$ cat src/rtl/svm_pkg.sv
`default_nettype none
// +----------------------------------------------------------------------+
// | svm_pkg : feature word type and saturation limits shared with hw_svm |
// | Rev 1.0                                                              |
// +----------------------------------------------------------------------+
package svm_pkg;

  typedef logic signed [31:0] feature_t;

  localparam feature_t FEAT_MAX = 32'h7FFF_FFFF;
  localparam feature_t FEAT_MIN = 32'h8000_0000;

endpackage
`default_nettype wire

$ cat src/rtl/svm_sat_round.sv
`default_nettype none
// +----------------------------------------------------------------------+
// | svm_sat_round : round-half-up shift and saturate to a 32-bit feature |
// | Rev 1.0                                                              |
// +----------------------------------------------------------------------+
module svm_sat_round
  import svm_pkg::*;
#(
  parameter int IN_W  = 16,
  parameter int SHIFT = 0
) (
  input  logic signed [IN_W+18:0] p_i,
  output feature_t                y_o,
  output logic                    sat_o
);

  localparam int RW = IN_W + 20;
  localparam int EW = (RW > 33) ? RW : 33;

  logic signed [RW-1:0] w_pe;
  logic signed [RW-1:0] w_r;
  logic signed [EW-1:0] w_rx;
  logic                 w_ovf;

  assign w_pe = RW'(p_i);

  // One guard bit above the product keeps the rounding add from overflowing.
  generate
    if (SHIFT > 0) begin : g_round
      localparam logic signed [RW-1:0] c_HALF = {{(RW-1){1'b0}}, 1'b1} << (SHIFT - 1);
      assign w_r = (w_pe + c_HALF) >>> SHIFT;
    end else begin : g_pass
      assign w_r = w_pe;
    end
  endgenerate

  assign w_rx = EW'(w_r);

  // Fits in 32 bits only when every bit from 31 upward matches the sign.
  assign w_ovf = !((&w_rx[EW-1:31]) || !(|w_rx[EW-1:31]));
  assign sat_o = w_ovf;
  assign y_o   = w_ovf ? (w_rx[EW-1] ? FEAT_MIN : FEAT_MAX) : feature_t'(w_rx[31:0]);

endmodule
`default_nettype wire

$ cat src/rtl/svm_feature_scaler.sv
`default_nettype none
// +----------------------------------------------------------------------+
// | svm_feature_scaler : (x-OFFSET)*SCALE >>> SHIFT, rounded, saturated  |
// | Rev 1.0                                                              |
// +----------------------------------------------------------------------+
module svm_feature_scaler
  import svm_pkg::*;
#(
  parameter int IN_W   = 16,
  parameter int OFFSET = 0,
  parameter int SCALE  = 1,
  parameter int SHIFT  = 0,
  parameter int CNT_W  = 16
) (
  input  logic                    clk,
  input  logic                    rst,
  input  logic signed [IN_W-1:0]  raw,
  input  logic                    raw_valid,
  output logic                    raw_ready,
  output logic signed [31:0]      test,
  output logic                    test_valid,
  input  logic                    test_ready,
  output logic [CNT_W-1:0]        sat_count,
  output logic                    sat_flag
);

  localparam int                     PW        = IN_W + 19;
  localparam logic signed [IN_W:0]   c_OFFSET  = (IN_W + 1)'(OFFSET);
  localparam logic signed [17:0]     c_SCALE   = 18'(SCALE);
  localparam logic [CNT_W-1:0]       c_CNT_MAX = '1;

  logic                   en;
  logic                   x_vld_q, diff_vld_q, prod_vld_q, out_vld_q;
  logic signed [IN_W-1:0] x_q;
  logic signed [IN_W:0]   diff_q, diff_d;
  logic signed [PW-1:0]   prod_q, prod_d;
  feature_t               out_q, out_d;
  logic                   sat_q, sat_d;
  logic [CNT_W-1:0]       cnt_q, cnt_d;

  // A single enable stalls the whole pipe; bubbles are not squeezed out.
  assign en        = !out_vld_q || test_ready;
  assign raw_ready = en;

  assign diff_d = (IN_W + 1)'(x_q) - c_OFFSET;
  assign prod_d = PW'(diff_q) * PW'(c_SCALE);

  svm_sat_round #(
    .IN_W  (IN_W),
    .SHIFT (SHIFT)
  ) u_sat_round (
    .p_i   (prod_q),
    .y_o   (out_d),
    .sat_o (sat_d)
  );

  always_comb begin
    cnt_d = cnt_q;
    if (out_vld_q && test_ready && sat_q && (cnt_q != c_CNT_MAX)) begin
      cnt_d = cnt_q + 1'b1;
    end
  end

  always_ff @(posedge clk or posedge rst) begin
    if (rst) begin
      x_vld_q    <= 1'b0;
      diff_vld_q <= 1'b0;
      prod_vld_q <= 1'b0;
      out_vld_q  <= 1'b0;
      x_q        <= '0;
      diff_q     <= '0;
      prod_q     <= '0;
      out_q      <= '0;
      sat_q      <= 1'b0;
      cnt_q      <= '0;
    end else begin
      cnt_q <= cnt_d;
      if (en) begin
        x_vld_q    <= raw_valid;
        diff_vld_q <= x_vld_q;
        prod_vld_q <= diff_vld_q;
        out_vld_q  <= prod_vld_q;
        // Data registers only load real samples so test keeps its last word.
        if (raw_valid)  x_q    <= raw;
        if (x_vld_q)    diff_q <= diff_d;
        if (diff_vld_q) prod_q <= prod_d;
        if (prod_vld_q) begin
          out_q <= out_d;
          sat_q <= sat_d;
        end
      end
    end
  end

  assign test       = out_q;
  assign test_valid = out_vld_q;
  assign sat_flag   = sat_q && out_vld_q;
  assign sat_count  = cnt_q;

endmodule
`default_nettype wire

$ cat config.mk
export PLATFORM = sky130hd
export DESIGN_NAME = svm_feature_scaler
export DESIGN_NICKNAME = d
export VERILOG_FILES = /design/src/rtl/svm_pkg.sv /design/src/rtl/svm_sat_round.sv /design/src/rtl/svm_feature_scaler.sv
export SDC_FILE = /design/constraint.sdc
export NUM_CORES = 1
export LEC_CHECK = 0
export CORE_MARGIN = 5
export CORE_UTILIZATION = 50
export CTS_CLUSTER_DIAMETER = 60
export DETAILED_ROUTE_END_ITERATION = 12
export GPL_TIMING_DRIVEN = 0
export PLACE_DENSITY = 0.77
export SETUP_SLACK_MARGIN = 0.5
export SLEW_MARGIN = 20
export SYNTH_ARGS = -nofsm -noshare
export SYNTH_HDL_FRONTEND = slang
export SYNTH_HIERARCHICAL = 1
export SYNTH_SLANG_ARGS = --single-unit
$ cat constraint.sdc
create_clock -name clk -period 2.8 [get_ports clk]
set_input_delay 0.28 -clock clk [delete_from_list [all_inputs] [get_ports clk]]
set_output_delay 0.28 -clock clk [all_outputs]
set_load 0.01 [all_outputs]
==> metrics list <==
- Final min period: 2.06 ns
- Ant diodes: 0
- Gp weighted congestion: 0.754
* Initial Util: 50.7%
* Synthesis Warnings: 6
- For this run, the top clock speed supported by timing is 0.485 GHz.
- Netlist area before placement: 0.00491 mm²
- In the routed layout, each cell is associated on average with a via count of 5.45.
* Maximum number of pins on one net before global-route repair: 45
- CTS placed an instance of sky130_fd_sc_hd__clkbuf_8 at the clock tree root.
- Clock skew on the completed layout was measured at 0.0111 ns.
- TritonCTS built the clock tree.
* Remaining antenna violation count: 0
- The later pin in the worst-skew pair is clocked with a latency of 0.35 ns.
- Final HPWL from detailed placement: 6750 µm
* Number of setup violations in the final report: 0
- Rows: 36
- Sequential-to-total area share from yosys stat: 51.5%
- After clock tree synthesis, the setup repair step added 0 buffers.
- Tracing the worst setup path back leads to its startpoint at test_ready.
- The clock network is responsible for 12.8% of the overall power.
* Total Wirelength: 9310 µm
- After clock tree synthesis, the clock-pin slew on the worst setup and hold paths is 0.09 ns.
- Synthesis instantiated 44 different standard cells from the library.
* Via count of the routed design: 3284
* Number of ports placed on the die boundary: 71
* Wire length of the first global-routing pass: 15900 µm
- In this design, the stage delay of the slowest critical-path cell is 0.56 ns.
* Clock buffer count from CTS: 9
- Worst Path Buf+Inv: 3
- Endpoints failing hold: 0
* Final Total Pwr: 0.00671 W
- The critical path goes through clkdlybuf4s50_1 -> and2b_2 -> clkinv_1 -> clkdlybuf4s50_1.
- In the final routed layout, each cell accounts on average for 15.4 µm.
- Die width: 109 µm
- The worst setup path is launched from an input port.
* Switching component of the power: 0.00237 W
- Iteration count of the initial detailed-routing pass: 4
- Max-cap violations in this run came to 0.
- Bufs on Longest Clock Path: 2
* Fraction of final layout cells sized beyond drive strength 1: 31.7%
* Critical path required time: 2.52 ns
- The critical path is of the input port to output port type.
- The initial antenna violation count came to 0.
- Switching share of power: 35.3%
- Arrival time at the worst endpoint: 1.78 ns
- The die covers 0.0119 mm².
* Standard cell core area: 0.00968 mm²
- TritonCTS Sinks: 101
- Sequential cells account for 37.9% of the total power.
* Most frequent cell on the critical path: sky130_fd_sc_hd__clkdlybuf4s50_1
- Total number of H-tree levels: 3
* Utilization after layout: 62.2%
- In this run the vertical extent of the chip is 109 µm.
- Fin nets: 486
* Worst path slowest cell: sky130_fd_sc_hd__clkdlybuf4s50_1
- Summed over all cells, the static leakage comes to 2.48 nW.
- RSZ-0062 raised after global routing: no
* Number of buffers added to fix hold violations after cts: 0
- The detailed router finished its first iteration with 111 violations.
* Global-route total usage across every layer: 16.7%
* Critical path capture point type: output port
* Setup TNS: 0 ns
* CTS-repair resized insts: 0
- The flow ran to the end, and the final reports show no timing, DRC or antenna violations.
* Biggest fanout along the worst timing path: 6
- Internal portion of total power: 0.00434 W
- IR analysis of the VDD net gives a maximum drop of 0.743 mV.
* Max Slew Vio Count: 0
- Detailed-route DRC error count: 0
- The via count of the first global-routing pass was 3278.
* Remaining global-route overflow: 0
- In this run the tightest slew margin relative to its limit is 53.4%.
- The worst register-to-register path begins at prod_q[15]$_DFFE_PP0P_.
- For the pin with the worst max-slew slack, the measured transition is 0.698 ns.
- Counting flops and latches in the post-synthesis netlist gives 101.
* Comb pwr share: 49.4%
- The area growth from synthesis to layout is 22.8%.
- Fill count: 767
- Number of buffers added on ports: 70
- Power density normalized to cell area: 1110 mW/mm²
* Crit-path leading delay family: buffers and inverters
- Number of instances in the synthesized netlist: 381
- Counting every net in the synthesized netlist gives 402.
- In this run the worst hold path is classified as input port to asynchronous set/reset pin.
- Final period util: 73.7%
* Mean Syn Cell Area: 12.9 µm²
registers in the layout, indices dropped and copies added (netlist names):
signal,count
x_q,16
x_vld_q,1
prod_q,16
sat_count,16
test_valid,1
test,32
diff_q,16
prod_vld_q,1
sat_q,1
diff_vld_q,1
Yosys cell counts, drive strengths merged:
cell type	number	share of area [%]
a31oi	2	0.25
nand4	10	1.7
o211ai	1	0.15
nor3	31	3.4
xnor2	8	1.4
or2b	1	0.15
and2	1	0.13
o2111ai	1	0.18
mux2	83	19
nor2	7	0.54
and4	4	0.76
clkinv	1	0.076
o41ai	1	0.56
nor4	34	5.1
o21a	1	0.15
inv	1	0.076
a21boi	32	5.1
dfrtp	101	51
ha	1	0.25
xor2	3	0.54
buf	25	4.9
nand2	14	1.3
clkbuf	4	0.92
and3	4	0.54
and2b	1	0.18
a21oi	1	0.10
nand3	8	0.92
layout by cell type, fill, tap and decap left out, types with 3 or more instances in the layout:
master / n
sky130_fd_sc_hd__nor4_1: 31
sky130_fd_sc_hd__nand4_1: 8
sky130_fd_sc_hd__a21boi_0: 26
sky130_fd_sc_hd__a21boi_1: 5
sky130_fd_sc_hd__and3_1: 3
sky130_fd_sc_hd__xnor2_1: 8
sky130_fd_sc_hd__nand3_1: 7
sky130_fd_sc_hd__buf_12: 4
sky130_fd_sc_hd__buf_2: 6
sky130_fd_sc_hd__mux2_2: 81
sky130_fd_sc_hd__buf_6: 13
sky130_fd_sc_hd__dfrtp_1: 100
sky130_fd_sc_hd__clkbuf_8: 14
sky130_fd_sc_hd__clkdlybuf4s50_1: 70
sky130_fd_sc_hd__nand2_2: 4
sky130_fd_sc_hd__nand2_1: 10
sky130_fd_sc_hd__buf_4: 4
sky130_fd_sc_hd__xor2_1: 3
sky130_fd_sc_hd__nor2_1: 7
sky130_fd_sc_hd__nor3_1: 29
logic make-up (layout without fill, tap and decap cells):
logic type	after synthesis	count (layout)	synth area share [%]
adder cells (fa/ha/maj)	1	1	0.255
XOR/XNOR	11	11	1.96
flip-flops	101	101	51.5
AO/OA/AOI/OAI	39	39	6.52
AND/OR/NAND/NOR	115	115	14.6
multiplexers	83	83	19.2
buffers and inverters	31	120	5.99
power groups by stage:
stage          combinational (W)  clock [W]  sequential, W
2_1_floorplan            0.00221          0        0.00257
3_3_place_gp             0.00322          0        0.00255
3_5_place_dp             0.00333          0        0.00258
4_1_cts                  0.00334   0.000898        0.00255
5_1_grt                  0.00360   0.000950        0.00264
6_report                 0.00331   0.000856        0.00254
metrics by stage:
stage / instance area (µm²) / hold slack, ns / std cells / setup slack, ns
after floorplan: 4910 / 0.430 / 381 / 0.936
after global placement: 5780 / 0.481 / 584 / 0.322
after detailed placement: 5840 / 0.486 / 587 / 0.574
after CTS: 6030 / 0.187 / 603 / 0.556
after global routing: 6030 / 0.203 / 603 / 0.634
final: 6030 / 0.204 / 603 / 0.738
path summary, 6_finish.rpt:
kind                                       endpoint  slack, ns  cells past startpoint
setup / recovery                          raw_ready       0.74                      4
hold / removal                 test[19]$_DFFE_PP0P_       0.20                      2
setup reg to reg               test[11]$_DFFE_PP0P_       0.92                      5
hold reg to reg               prod_q[5]$_DFFE_PP0P_       0.50                      1
max in group asynchronous  sat_count[0]$_DFFE_PP0P_       1.94                      4
min in group clk              prod_q[5]$_DFFE_PP0P_       0.50                      1
metal layers:
metal,up-vias,global-route usage [%],routed length [µm]
met5,-,0,0
met4,0,4.33,59
met2,77,26.5,4570
li1,1586,-,-
met1,1617,23.0,4210
met3,4,4.09,471
area by class of cell:
cell class / instances / area, µm² / area share [%]
buffer: 29 / 287 / 4.75
sequential: 101 / 2530 / 41.9
clock inverter: 4 / 30.0 / 0.498
inverter: 2 / 11.3 / 0.187
clock buffer: 12 / 155 / 2.57
multi-input combinational: 249 / 2090 / 34.7
timing repair buffer: 73 / 761 / 12.6
tap: 133 / 166 / 2.76
Power figures use the tool's default switching activity.
